==> config.mk <==
export PLATFORM = sky130hd
export DESIGN_NAME = spi_flash_seq
export DESIGN_NICKNAME = d
export VERILOG_FILES = /design/src/rtl/spi_flash_seq.sv
export SDC_FILE = /design/constraint.sdc
export NUM_CORES = 1
export LEC_CHECK = 0
export BUFFER_PORTS_ARGS = -buffer_cell sky130_fd_sc_hd__buf_2
export CORE_MARGIN = 2
export CORE_UTILIZATION = 51
export CTS_CLUSTER_SIZE = 40
export DETAILED_ROUTE_END_ITERATION = 10
export PLACE_DENSITY = 0.81
export SYNTH_ARGS = -nofsm -noshare
export SYNTH_HDL_FRONTEND = slang
export SYNTH_SLANG_ARGS = --single-unit
==> constraint.sdc <==
create_clock -name clk -period 2.4 [get_ports clk]
set_input_delay 0.48 -clock clk [delete_from_list [all_inputs] [get_ports clk]]
set_output_delay 0.48 -clock clk [all_outputs]
set_load 0.05 [all_outputs]
==> src/rtl/spi_flash_seq.sv <==
// spi_flash_seq: expands one flash request into WREN/OP/RDSR
// transactions for the spi_flash_cmd engine.
//
// Params : ADDR_W (24|32), CMD_GAP (1..15), POLL_MAX (0=unlimited)
// Ports  : clk, rst_n
//          i_cmd, i_cmd_valid, i_addr, i_byte_size  request in
//          o_cmd_ack, o_cmd_err, o_busy             request status
//          o_eng_cmd, o_eng_cmd_valid, o_eng_addr,
//          o_eng_byte_size                          engine request
//          i_eng_cmd_ack, i_eng_status              engine response
// Macro  : FLASH_WEL_CHECK_EN adds an RDSR check of WEL after WREN,
//          retrying WREN up to 3 attempts in total.

module spi_flash_seq #(
  parameter int unsigned ADDR_W   = 24,
  parameter int unsigned CMD_GAP  = 4,
  parameter int unsigned POLL_MAX = 0
) (
  input  logic              clk,
  input  logic              rst_n,
  input  logic [7:0]        i_cmd,
  input  logic              i_cmd_valid,
  input  logic [ADDR_W-1:0] i_addr,
  input  logic [8:0]        i_byte_size,
  output logic              o_cmd_ack,
  output logic              o_cmd_err,
  output logic              o_busy,
  output logic [7:0]        o_eng_cmd,
  output logic              o_eng_cmd_valid,
  output logic [ADDR_W-1:0] o_eng_addr,
  output logic [8:0]        o_eng_byte_size,
  input  logic              i_eng_cmd_ack,
  input  logic [7:0]        i_eng_status
);

  typedef enum logic [2:0] {
    S_IDLE,
    S_GAP,
    S_ISSUE,
    S_WAIT,
    S_DONE
  } state_t;

  typedef enum logic [1:0] {
    PH_WREN,
    PH_WELCHK,
    PH_OP,
    PH_POLL
  } phase_t;

  localparam logic [7:0] OP_READ  = 8'h03;
  localparam logic [7:0] OP_FREAD = 8'h0B;
  localparam logic [7:0] OP_PP    = 8'h02;
  localparam logic [7:0] OP_SE64  = 8'hD8;
  localparam logic [7:0] OP_SE4   = 8'h20;
  localparam logic [7:0] OP_BE    = 8'hC7;
  localparam logic [7:0] OP_WREN  = 8'h06;
  localparam logic [7:0] OP_RDSR  = 8'h05;

  localparam logic [3:0]  GAP_LAST = 4'(CMD_GAP - 1);
  localparam logic [15:0] PMAX     = 16'(POLL_MAX);

  function automatic logic is_rd(input logic [7:0] c);
    return (c == OP_READ) || (c == OP_FREAD);
  endfunction

  function automatic logic is_sup(input logic [7:0] c);
    return is_rd(c) || (c == OP_PP) || (c == OP_SE64) ||
           (c == OP_SE4) || (c == OP_BE);
  endfunction

  // 4-byte-address opcode variants; BE has no address
  function automatic logic [7:0] map_op(input logic [7:0] c);
    logic [7:0] m;
    m = c;
    if (ADDR_W == 32) begin
      case (c)
        OP_READ:  m = 8'h13;
        OP_FREAD: m = 8'h0C;
        OP_PP:    m = 8'h12;
        OP_SE64:  m = 8'hDC;
        OP_SE4:   m = 8'h21;
        default:  m = c;
      endcase
    end
    return m;
  endfunction

  state_t            state, state_d;
  phase_t            phase, phase_d;
  logic [7:0]        cmd_q, cmd_d;
  logic [ADDR_W-1:0] addr_q, addr_d;
  logic [8:0]        size_q, size_d;
  logic [3:0]        gap_cnt, gap_d;
  logic [15:0]       poll_cnt, poll_d;
  logic              err_q, err_d;
`ifdef FLASH_WEL_CHECK_EN
  logic [1:0]        wel_cnt, wel_d;
`endif

  always_ff @(posedge clk or negedge rst_n) begin
    if (!rst_n) begin
      state    <= S_IDLE;
      phase    <= PH_WREN;
      cmd_q    <= '0;
      addr_q   <= '0;
      size_q   <= '0;
      gap_cnt  <= '0;
      poll_cnt <= '0;
      err_q    <= 1'b0;
`ifdef FLASH_WEL_CHECK_EN
      wel_cnt  <= '0;
`endif
    end else begin
      state    <= state_d;
      phase    <= phase_d;
      cmd_q    <= cmd_d;
      addr_q   <= addr_d;
      size_q   <= size_d;
      gap_cnt  <= gap_d;
      poll_cnt <= poll_d;
      err_q    <= err_d;
`ifdef FLASH_WEL_CHECK_EN
      wel_cnt  <= wel_d;
`endif
    end
  end

  always_comb begin
    state_d = state;
    phase_d = phase;
    cmd_d   = cmd_q;
    addr_d  = addr_q;
    size_d  = size_q;
    gap_d   = gap_cnt;
    poll_d  = poll_cnt;
    err_d   = err_q;
`ifdef FLASH_WEL_CHECK_EN
    wel_d   = wel_cnt;
`endif
    unique case (state)
      S_IDLE: begin
        if (i_cmd_valid) begin
          cmd_d  = i_cmd;
          addr_d = i_addr;
          size_d = i_byte_size;
          gap_d  = '0;
          if (is_sup(i_cmd)) begin
            state_d = S_GAP;
            phase_d = is_rd(i_cmd) ? PH_OP : PH_WREN;
          end else begin
            state_d = S_DONE;
            err_d   = 1'b1;
          end
        end
      end
      S_GAP: begin
        if (gap_cnt == GAP_LAST) state_d = S_ISSUE;
        else gap_d = gap_cnt + 4'd1;
      end
      S_ISSUE: state_d = S_WAIT;
      S_WAIT: begin
        if (i_eng_cmd_ack) begin
          gap_d   = '0;
          state_d = S_GAP;
          unique case (phase)
            PH_WREN: begin
`ifdef FLASH_WEL_CHECK_EN
              phase_d = PH_WELCHK;
`else
              phase_d = PH_OP;
`endif
            end
            PH_WELCHK: begin
`ifdef FLASH_WEL_CHECK_EN
              if (i_eng_status[1]) begin
                phase_d = PH_OP;
              end else if (wel_cnt == 2'd2) begin
                state_d = S_DONE;
                err_d   = 1'b1;
              end else begin
                wel_d   = wel_cnt + 2'd1;
                phase_d = PH_WREN;
              end
`else
              state_d = S_DONE;
              err_d   = 1'b1;
`endif
            end
            PH_OP: begin
              if (is_rd(cmd_q)) state_d = S_DONE;
              else phase_d = PH_POLL;
            end
            PH_POLL: begin
              if (!i_eng_status[0]) begin
                state_d = S_DONE;
              end else begin
                poll_d = poll_cnt + 16'd1;
                if (POLL_MAX != 0 && poll_d == PMAX) begin
                  state_d = S_DONE;
                  err_d   = 1'b1;
                end
              end
            end
            default: begin
              state_d = S_DONE;
              err_d   = 1'b1;
            end
          endcase
        end
      end
      S_DONE: begin
        state_d = S_IDLE;
        phase_d = PH_WREN;
        poll_d  = '0;
        err_d   = 1'b0;
        gap_d   = '0;
`ifdef FLASH_WEL_CHECK_EN
        wel_d   = '0;
`endif
      end
      default: state_d = S_IDLE;
    endcase
  end

  // opcode is only presented while a transaction is in flight
  always_comb begin
    o_eng_cmd = 8'h00;
    if (state == S_ISSUE || state == S_WAIT) begin
      unique case (phase)
        PH_WREN:   o_eng_cmd = OP_WREN;
        PH_WELCHK: o_eng_cmd = OP_RDSR;
        PH_OP:     o_eng_cmd = map_op(cmd_q);
        PH_POLL:   o_eng_cmd = OP_RDSR;
        default:   o_eng_cmd = 8'h00;
      endcase
    end
  end

  assign o_busy          = (state != S_IDLE);
  assign o_cmd_ack       = (state == S_DONE);
  assign o_cmd_err       = o_cmd_ack & err_q;
  assign o_eng_cmd_valid = (state == S_ISSUE);
  assign o_eng_addr      = addr_q;
  assign o_eng_byte_size = size_q;

  logic unused_st;
`ifdef FLASH_WEL_CHECK_EN
  assign unused_st = ^i_eng_status[7:2];
`else
  assign unused_st = ^i_eng_status[7:1];
`endif

endmodule
==> flow_summary.rst <==
.. list-table::
   :header-rows: 1

   * - Metric
     - Value
   * - Status
     - finished clean
   * - Worst setup slack after placement
     - about 0.36 ns
   * - Worst-Skew Late Latency
     - 0.30 ns
   * - Core Util, Final
     - 0.677
   * - TritonCTS clock tree
     - built
   * - Number of enable-type register cells in the synthesized netlist
     - 0
   * - Detailed-route vias per instance
     - between 5 and 6
   * - Post-route DRC
     - 0
   * - Hold_buf cts
     - 0
   * - CP top delay family
     - simple AND/OR/NAND/NOR gates
   * - Type of the worst min-delay path
     - in2async
   * - Die extent in x
     - roughly 70 um
   * - Area of the multi-input gates
     - around 1000 um^2
   * - Wire length of the first global-routing pass
     - between 8000 and 9000 um
   * - Die Y
     - 72.0 um
   * - Power density of the placed cells
     - approximately 1500 nW/um^2
   * - RSZ-0062 raised after global routing
     - false
   * - Arr. time, crit path
     - roughly 1.7 ns
   * - Filler Cell Count
     - about 340
   * - Storage element area
     - 1280 um^2
   * - Sort of element at the start of the critical path
     - register
   * - Most numerous cell in the Yosys netlist
     - sky130_fd_sc_hd__dfrtp_1
   * - Remaining number of nets flagged by the antenna check after routing
     - 0
   * - Library cell contributing the largest single delay on the critical path
     - sky130_fd_sc_hd__dfrtp_1
   * - Worst slew slack as a fraction of its limit
     - 0.524
   * - Async set-or-reset flop fraction in the synthesized netlist
     - 1.00
   * - Min Tclk post-route
     - about 2.2 ns
   * - Worst Tran Pin Value
     - about 0.7 ns
   * - FP Rows
     - 24
   * - Max frequency
     - between 0.4 and 0.5 GHz
   * - Overall overflow remaining after global route
     - 0
   * - Ranking of synthesized cells by instance count
     - sky130_fd_sc_hd__dfrtp_1, sky130_fd_sc_hd__mux2_1, sky130_fd_sc_hd__nor2_1, sky130_fd_sc_hd__mux2_2, sky130_fd_sc_hd__and2_1
   * - Clock-pin slew reported for the worst setup and hold paths after clock tree synthesis
     - roughly 0.09 ns
   * - Ant. Diodes
     - 0
   * - Final critical-path share of the clock period
     - 0.927
   * - Number of buffers on the longest clock path
     - 2
   * - Count of endpoints failing setup in the final report
     - 0
   * - Routed wire per std cell
     - 14.0 um
   * - Clock root buffer master
     - sky130_fd_sc_hd__clkbuf_8
   * - Worst Setup End Kind
     - primary output
   * - Leading cell types by total area after synthesis
     - sky130_fd_sc_hd__dfrtp_1, sky130_fd_sc_hd__mux2_1, sky130_fd_sc_hd__mux2_2
   * - Maximum cell stage delay along the critical path
     - around 0.50 ns
   * - Core region area
     - between 4000 and 5000 um^2
   * - Number of nets in the layout
     - approximately 340
   * - Synthesis warning total
     - 0
   * - Initial cell density of the core
     - 0.534
   * - Via count of the first global-routing pass
     - ~1.8k
   * - Number of iterations in the first detailed-routing pass
     - 4
   * - Post-CTS resize count
     - 0
   * - Data required time at the worst endpoint
     - 1.92 ns
   * - Primary FF master, synth
     - sky130_fd_sc_hd__dfrtp_1
   * - Worst Setup Slack, final
     - ~0.18 ns
   * - Post-Synthesis Cell Area
     - about 2400 um^2
   * - Initial antenna violation count
     - 0
   * - Type of the worst setup path
     - reg2out
   * - Number of instances in the synthesized netlist
     - ~190
   * - Count of buffers added by post-CTS timing repair for setup
     - 0
   * - Post-detailed-placement half-perimeter wirelength
     - around 3700 um
   * - Pin count of the biggest net entering global routing
     - 35
   * - Routability Congestion
     - around 0.8
   * - Total negative slack
     - 0 ns
   * - All-layer global routing usage
     - 0.198
   * - Worst Hold Margin
     - 0.225 ns
   * - Max Cap Viol
     - 0
   * - Post-synthesis area per instance
     - around 13 um^2
   * - Share of layout cells above drive strength 1
     - 0.440
   * - Synth Register Bits
     - between 50 and 60
   * - Die outline area
     - 5180 um^2
   * - Yosys top cell by area
     - sky130_fd_sc_hd__dfrtp_1
   * - # port buffers
     - 90
   * - Number of design-rule violations left by the first detailed-router iteration
     - 60
   * - Unique cell type count in the Yosys netlist
     - 42
   * - Peak supply drop
     - about 0.00099 V
   * - Detailed-route via count
     - ~1.8k
   * - Proportion of netlist area held by the largest area contributor
     - 0.541
   * - Portion of the post-synthesis area used by sequential elements
     - 0.541
   * - Cell-by-cell trace of the critical path
     - nand2b_1, nor2_2, and2_1, buf_2
   * - Final hold viol count
     - 0
   * - Worst Skew
     - around 0.0075 ns
   * - Post-synthesis net count
     - around 240
   * - Leakage component of the power
     - 0.00144 uW
   * - Cts bufs inserted
     - 5
   * - Synthesis-to-finish area growth
     - 26.9%
   * - Max-slew violation count
     - 0
   * - Maximum level of the CTS H-tree
     - 2
   * - Maximum fanout encountered on the critical timing path
     - 10
   * - Final WL
     - about 4700 um
   * - Boundary pin count
     - between 90 and 100
   * - Bufs and invs on worst path
     - 1
   * - Number of sinks driven by the clock tree
     - 51
[worst paths after layout]
| check | startpoint | endpoint | slack [ns] | cells after the start |
|---|---|---|---|---|
| min in group clk | i_byte_size[4] | o_eng_byte_size[4]$_DFFE_PN0P_ | 0.39 | 2 |
| max | state[2]$_DFFE_PN0P_ | o_eng_cmd[6] | 0.18 | 4 |
| max in group asynchronous | rst_n | gap_cnt[0]$_DFFE_PN0P_ | 1.52 | 2 |
| min reg2reg | o_eng_addr[13]$_DFFE_PN0P_ | o_eng_addr[13]$_DFFE_PN0P_ | 0.48 | 1 |
| max reg2reg | state[2]$_DFFE_PN0P_ | o_eng_byte_size[8]$_DFFE_PN0P_ | 0.47 | 4 |
| min | rst_n | cmd_q[0]$_DFFE_PN0P_ | 0.22 | 1 |
[per-layer routing]
layer	vias up	routed length, um	GRT usage
met5	-	0	0
met4	0	81	0.0692
met3	8	343	0.0597
met2	63	2310	0.342
met1	874	1970	0.237
li1	865	-	-
[through the flow]
stage | cells | area [um^2] | power (uW)
floorplan | 188 | 2360 | 3540
global placement | 328 | 2900 | 4110
detailed placement | 328 | 2900 | 4180
CTS | 336 | 2990 | 4670
global route | 336 | 2990 | 4910
finish | 336 | 2990 | 4620
[placed cells by master (no fill, tap or decap), types with 2 or more instances in the layout]
master / count
sky130_fd_sc_hd__nand2b_1: 5
sky130_fd_sc_hd__a2bb2oi_1: 2
sky130_fd_sc_hd__and3_1: 2
sky130_fd_sc_hd__clkinv_2: 2
sky130_fd_sc_hd__and2_1: 6
sky130_fd_sc_hd__nor3_1: 2
sky130_fd_sc_hd__nor2b_1: 6
sky130_fd_sc_hd__inv_1: 3
sky130_fd_sc_hd__clkbuf_8: 5
sky130_fd_sc_hd__a31oi_1: 2
sky130_fd_sc_hd__mux2_2: 11
sky130_fd_sc_hd__nand3_1: 5
sky130_fd_sc_hd__dfrtp_1: 51
sky130_fd_sc_hd__or2b_1: 2
sky130_fd_sc_hd__buf_12: 2
sky130_fd_sc_hd__nand2_1: 6
sky130_fd_sc_hd__nor2_1: 11
sky130_fd_sc_hd__nor3b_1: 2
sky130_fd_sc_hd__o21a_1: 2
sky130_fd_sc_hd__mux2_1: 31
sky130_fd_sc_hd__buf_4: 4
sky130_fd_sc_hd__o211ai_1: 2
sky130_fd_sc_hd__nor3_2: 2
sky130_fd_sc_hd__o21ai_0: 3
sky130_fd_sc_hd__buf_2: 90
sky130_fd_sc_hd__a21oi_1: 4
[flip-flops by register name (all words and copies together), names as in the netlist]
name / cells
state: 3
phase: 2
o_eng_addr: 24
cmd_q: 8
gap_cnt: 4
o_eng_byte_size: 9
err_q: 1
[cells by family after synthesis]
logic type	share of synthesized area
buffers and inverters	0.0255
AND/OR/NAND/NOR	0.135
multiplexers	0.205
flip-flops	0.541
adder cells (fa/ha/maj)	0.00531
AO/OA/AOI/OAI	0.0881
[where the power goes]
group | leakage [uW] | total [uW] | switching [uW] | internal (uW)
logic | 0.000785 | 2640 | 1830 | 812
registers | 0.000611 | 1500 | 232 | 1270
clock network | 0.0000483 | 481 | 275 | 205
total | 0.00144 | 4620 | 2330 | 2290
[cell type report]
class | count | share of cell area
sequential | 51 | 0.427
inverter | 3 | 0.00377
multi-input combinational | 126 | 0.344
clock buffer | 5 | 0.0230
timing repair buffer | 96 | 0.174
clock inverter | 3 | 0.00628
tap | 52 | 0.0218
Note: power is estimated with default switching activity, not from simulation.
